<file path="config.mk">
export PLATFORM = sky130hd
export DESIGN_NAME = pi_rx_buffer
export DESIGN_NICKNAME = d
export VERILOG_FILES = /design/src/rtl/pi_rx_pkg.sv /design/src/rtl/pi_rx_regfile.sv /design/src/rtl/pi_rx_buffer.sv
export SDC_FILE = /design/constraint.sdc
export NUM_CORES = 1
export LEC_CHECK = 0
export CAP_MARGIN = 30
export CELL_PAD_IN_SITES_DETAIL_PLACEMENT = 0
export CELL_PAD_IN_SITES_GLOBAL_PLACEMENT = 1
export CORE_MARGIN = 1
export CORE_UTILIZATION = 51
export CTS_BUF_LIST = sky130_fd_sc_hd__clkbuf_16
export CTS_CLUSTER_DIAMETER = 40
export DETAILED_ROUTE_END_ITERATION = 12
export HOLD_SLACK_MARGIN = 0.03
export PLACE_DENSITY_LB_ADDON = 0.1
export SLEW_MARGIN = 25
export SYNTH_ARGS = -nofsm -noshare
export SYNTH_HDL_FRONTEND = slang
export SYNTH_SLANG_ARGS = --single-unit
</file>
<file path="constraint.sdc">
create_clock -name pi_clk -period 5.2 [get_ports pi_clk]
set_clock_uncertainty 0.15 [all_clocks]
set_input_delay 0.78 -clock pi_clk [delete_from_list [all_inputs] [get_ports pi_clk]]
set_output_delay 0.78 -clock pi_clk [all_outputs]
set_load 0.01 [all_outputs]
</file>
<file path="src/rtl/pi_rx_pkg.sv">
// rtl/pi_rx_pkg.sv - shared state encoding and default sizes for the Pi receive buffer
package pi_rx_pkg;

    typedef enum logic [1:0] {
        IDLE = 2'd0,
        RECV = 2'd1,
        DONE = 2'd2
    } pi_rx_state_e;

    localparam int PI_RX_DATA_W = 8;
    localparam int PI_RX_DEPTH  = 16;
    localparam int PI_RX_LED_W  = 6;

endpackage

</file>
<file path="src/rtl/pi_rx_regfile.sv">
// rtl/pi_rx_regfile.sv - frame word storage: one write port, combinational consumer and debug read ports
module pi_rx_regfile
    import pi_rx_pkg::*;
#(
    parameter int DATA_W = PI_RX_DATA_W,
    parameter int DEPTH  = PI_RX_DEPTH,
    parameter int LED_W  = PI_RX_LED_W,
    localparam int AW    = $clog2(DEPTH)
) (
    input  logic              pi_clk,
    input  logic              rst_n,
    input  logic              i_we,
    input  logic [AW-1:0]     i_waddr,
    input  logic [DATA_W-1:0] i_wdata,
    input  logic [AW-1:0]     i_rd_addr,
    output logic [DATA_W-1:0] o_rd_data,
    input  logic [AW-1:0]     i_led_sel,
    output logic [LED_W-1:0]  o_led
);

    logic [DATA_W-1:0] r_mem [DEPTH];

    // rst_n is active-high here: the whole array clears while it is asserted
    always_ff @(posedge pi_clk or posedge rst_n) begin
        if (rst_n) begin
            for (int i = 0; i < DEPTH; i++) begin
                r_mem[i] <= '0;
            end
        end else if (i_we) begin
            r_mem[i_waddr] <= i_wdata;
        end
    end

    logic [DATA_W-1:0] w_led_word;

    assign o_rd_data  = r_mem[i_rd_addr];
    assign w_led_word = r_mem[i_led_sel];
    assign o_led      = w_led_word[LED_W-1:0];

endmodule

</file>
<file path="src/rtl/pi_rx_buffer.sv">
// rtl/pi_rx_buffer.sv - frames GPIO words from the Pi into a buffer with count, overflow and frame status
module pi_rx_buffer
    import pi_rx_pkg::*;
#(
    parameter int DATA_W = PI_RX_DATA_W,
    parameter int DEPTH  = PI_RX_DEPTH,
    parameter int LED_W  = PI_RX_LED_W,
    localparam int AW    = $clog2(DEPTH)
) (
    input  logic              pi_clk,
    input  logic              rst_n,
    input  logic [DATA_W-1:0] gpio_data,
    input  logic              wr_en,
    input  logic              frame_start,
    input  logic              frame_end,
    input  logic [AW-1:0]     rd_addr,
    output logic [DATA_W-1:0] rd_data,
    input  logic [AW-1:0]     led_sel,
    output logic [LED_W-1:0]  led,
    output logic              wr_ready,
    output logic              frame_valid,
    output logic [AW:0]       count,
    output logic              overflow
);

    localparam logic [AW:0] DEPTH_C = (AW+1)'(DEPTH);

    pi_rx_state_e r_state;
    pi_rx_state_e w_state_nxt;
    logic [AW:0]  r_count;
    logic [AW:0]  w_count_nxt;
    logic [AW:0]  w_count_inc;
    logic         r_overflow;
    logic         w_overflow_nxt;
    logic         w_has_room;
    logic         w_we;

    assign w_has_room  = (r_count < DEPTH_C);
    assign w_count_inc = r_count + 1'b1;

    always_ff @(posedge pi_clk or posedge rst_n) begin
        if (rst_n) begin
            r_state    <= IDLE;
            r_count    <= '0;
            r_overflow <= 1'b0;
        end else begin
            r_state    <= w_state_nxt;
            r_count    <= w_count_nxt;
            r_overflow <= w_overflow_nxt;
        end
    end

    // frame_start outranks everything; in RECV a write lands before frame_end closes the frame
    always_comb begin
        w_state_nxt    = r_state;
        w_count_nxt    = r_count;
        w_overflow_nxt = r_overflow;
        w_we           = 1'b0;
        case (r_state)
            RECV: begin
                if (frame_start) begin
                    w_count_nxt    = '0;
                    w_overflow_nxt = 1'b0;
                end else begin
                    if (wr_en) begin
                        if (w_has_room) begin
                            w_we        = 1'b1;
                            w_count_nxt = w_count_inc;
                            if (w_count_inc == DEPTH_C) begin
                                w_state_nxt = DONE;
                            end
                        end else begin
                            w_overflow_nxt = 1'b1;
                        end
                    end
                    if (frame_end) begin
                        w_state_nxt = DONE;
                    end
                end
            end
            IDLE, DONE: begin
                if (frame_start) begin
                    w_state_nxt    = RECV;
                    w_count_nxt    = '0;
                    w_overflow_nxt = 1'b0;
                end else if (wr_en) begin
                    w_overflow_nxt = 1'b1;
                end
            end
            default: begin
                w_state_nxt = IDLE;
            end
        endcase
    end

    pi_rx_regfile #(
        .DATA_W (DATA_W),
        .DEPTH  (DEPTH),
        .LED_W  (LED_W)
    ) u_regfile (
        .pi_clk    (pi_clk),
        .rst_n     (rst_n),
        .i_we      (w_we),
        .i_waddr   (r_count[AW-1:0]),
        .i_wdata   (gpio_data),
        .i_rd_addr (rd_addr),
        .o_rd_data (rd_data),
        .i_led_sel (led_sel),
        .o_led     (led)
    );

    assign wr_ready    = (r_state == RECV) && w_has_room;
    assign frame_valid = (r_state == DONE);
    assign count       = r_count;
    assign overflow    = r_overflow;

endmodule

</file>
==> impl_metrics.toml <==
[sta]
setup_viol = 0
maxSlewHeadroom = 0.441
fin_crit_ns = 3.98
period_share = 0.766
grt_setup_unrepaired = "no"
max_freq_ghz = 0.251
tns_ns = 0
worst_pin_slew_ns = 0.839
whs_ns = 0.354
worst_slack_ns = 1.22
hold_viol_final = 0
maxSlewViolCount = 0

[placement]
dp_slack_ns = 1.16
dp_cells = 656
dpl_cell_area_mm2 = 0.00760
dp_hpwl_mm = 10.9
routabilityCongestion = 0.749
port_buffers = 42

[flow_run]
maxCapViolations = 0

[clock_network]
root_buffer = "clkbuf_16"
cts_hold_buf = 0
cts_tree = "yes"
numCtsBuffers = 17
cts_buffer_depth = 2
clock_sinks = 136
post_cts_buffers = 0
h-tree-depth = 4
clock_latency_ns = 0.42
cts_resized = 0
clk_pin_slew_ns = 0.06

[yosys]
ys_top_cells_by_count = "dfrtp_1, mux2_2, mux4_2, a22oi_1, nand2_1"
async_flop_share = 1.00
synth_edf_count = 0
synth.most_common_cell = "dfrtp_1"
synth_top_area_frac = 0.483
ys_seq_area_frac = 0.483
synthesis.nets = 488
syn_area_mm2 = 0.00705
syn_avg_cell_area_um2 = 15.2
yosysTopAreaCell = "dfrtp_1"
synth_flop_cell = "dfrtp_1"
synthDistinctLibCells = 32
synth_seq_cells = 136
ys_top_cells_by_area = "dfrtp_1, mux2_2, mux4_2"
syn_inst = 463
ys_warn_count = 0

[grt]
grt_pass1_wl_mm = 26.0
antenna_found_initial = 0
grt_pass1_vias = 4445
grt_use_total = 0.250
grt_overflow_total = 0
grt_max_degree = 109

[pwr]
peakVddDrop_v = 0.000227
p_leak_nw = 3.74
power.density_mw_per_mm2 = 351
power_mw = 2.87

[die]
die-area_mm2 = 0.0143
core_mm2 = 0.0133
initial_core_util = 0.528
die_w_um = 120
rows = 42
io_pins = 43
die_y_um = 120

[cells_and_area]
areaGrowthSynthToFinish_pct = 15.8
nets = 524
final_cell_area_mm2 = 0.00817
drive_gt1_frac = 0.475
fin_util = 0.612
stdcell_count = 688
n_antenna_cell = 0

[worst_setup_path]
path_cells = "buf_2, buf_4, mux4_2, a22oi_1, nand2_1, clkdlybuf4s50_1"
max_stage_delay_ns = 0.58
cp.arrival_ns = 3.05
cp_slowest_cell = "buf_2"
criticalPathCategory = "in2out"
crit_path_start_kind = "primary input"
endpoint_kind = "output port"
ff2ff_path_depth = 5
crit_path_max_fanout = 21
worst_ep_required_time_ns = 4.27

[worst_hold_path]
min_path_cells = 1
hp-class = "reg2reg"

[outcome]
status = "complete, no violations"

[route]
final_antenna_net_count = 0
via_per_inst = 6.13
dr.pass1.iters = 4
drt_iter0_markers = 265
wl_mm = 16.3
wl_per_cell_um = 23.7
drc = 0
vias = 4216
==> worst paths after layout <==
check,to,slack (ns),start
worst min register to register,u_regfile.r_mem[111]$_DFFE_PP0P_,0.35,u_regfile.r_mem[111]$_DFFE_PP0P_
min in group asynchronous,u_regfile.r_mem[28]$_DFFE_PP0P_,0.75,rst_n
max in group asynchronous,u_regfile.r_mem[33]$_DFFE_PP0P_,3.23,rst_n
worst max-delay path,rd_data[5],1.22,rd_addr[0]
worst min-delay path,u_regfile.r_mem[111]$_DFFE_PP0P_,0.35,u_regfile.r_mem[111]$_DFFE_PP0P_
worst max register to register,u_regfile.r_mem[0]$_DFFE_PP0P_,2.85,count[4]$_DFFE_PP0P_
==> state kept, by name (all words and copies together), names as in the netlist <==
| name | cells |
|---|---|
| overflow | 1 |
| u_regfile.r_mem | 128 |
| count | 5 |
| r_state | 2 |
==> cells by family (layout without fill, tap and decap cells) <==
family,count (synthesis),after routing,share of synthesized area
AND/OR/NAND/NOR,61,61,0.0621
buffers and inverters,37,86,0.0232
multiplexers,186,186,0.386
AO/OA/AOI/OAI,39,39,0.0389
adder cells (fa/ha/maj),4,4,0.00710
flip-flops,136,136,0.483
==> worst max-delay path: cells and delay by family <==
kind,cells,cell delay (ns)
buffers and inverters,3,1.41
AO/OA/AOI/OAI,1,0.22
AND/OR/NAND/NOR,1,0.12
multiplexers,1,0.51
==> final cells by class <==
class | instances | area [µm²]
timing repair buffer | 49 | 463
fill | 1059 | 5180
sequential | 136 | 3400
tap | 176 | 220
inverter | 5 | 26.3
clock inverter | 15 | 138
clock buffer | 17 | 425
multi-input combinational | 290 | 3490
==> metal layers <==
metal | global-route usage | vias to the layer above | share of wire
met2 | 0.384 | 80 | 0.49
li1 | - | 1857 | -
met1 | 0.355 | 2265 | 0.46
met3 | 0.0618 | 14 | 0.043
met5 | 0 | - | 0
met4 | 0.0711 | 0 | 0.0076
==> cells in the final DEF, fill, tap and decap left out, types with 7 or more instances in the layout <==
cell	count
buf_4	7
a22oi_1	28
mux4_2	56
dfrtp_1	136
nor2_1	8
nand2_1	19
mux2_2	128
clkdlybuf4s50_1	40
nor2b_1	7
clkbuf_16	17
==> where the power goes <==
group / total [mW] / switching (mW) / internal (mW)
logic: 0.456 / 0.193 / 0.263
clock network: 1.14 / 0.447 / 0.695
registers: 1.27 / 0.0893 / 1.18
No activity file was read; power rests on OpenSTA's default activity.
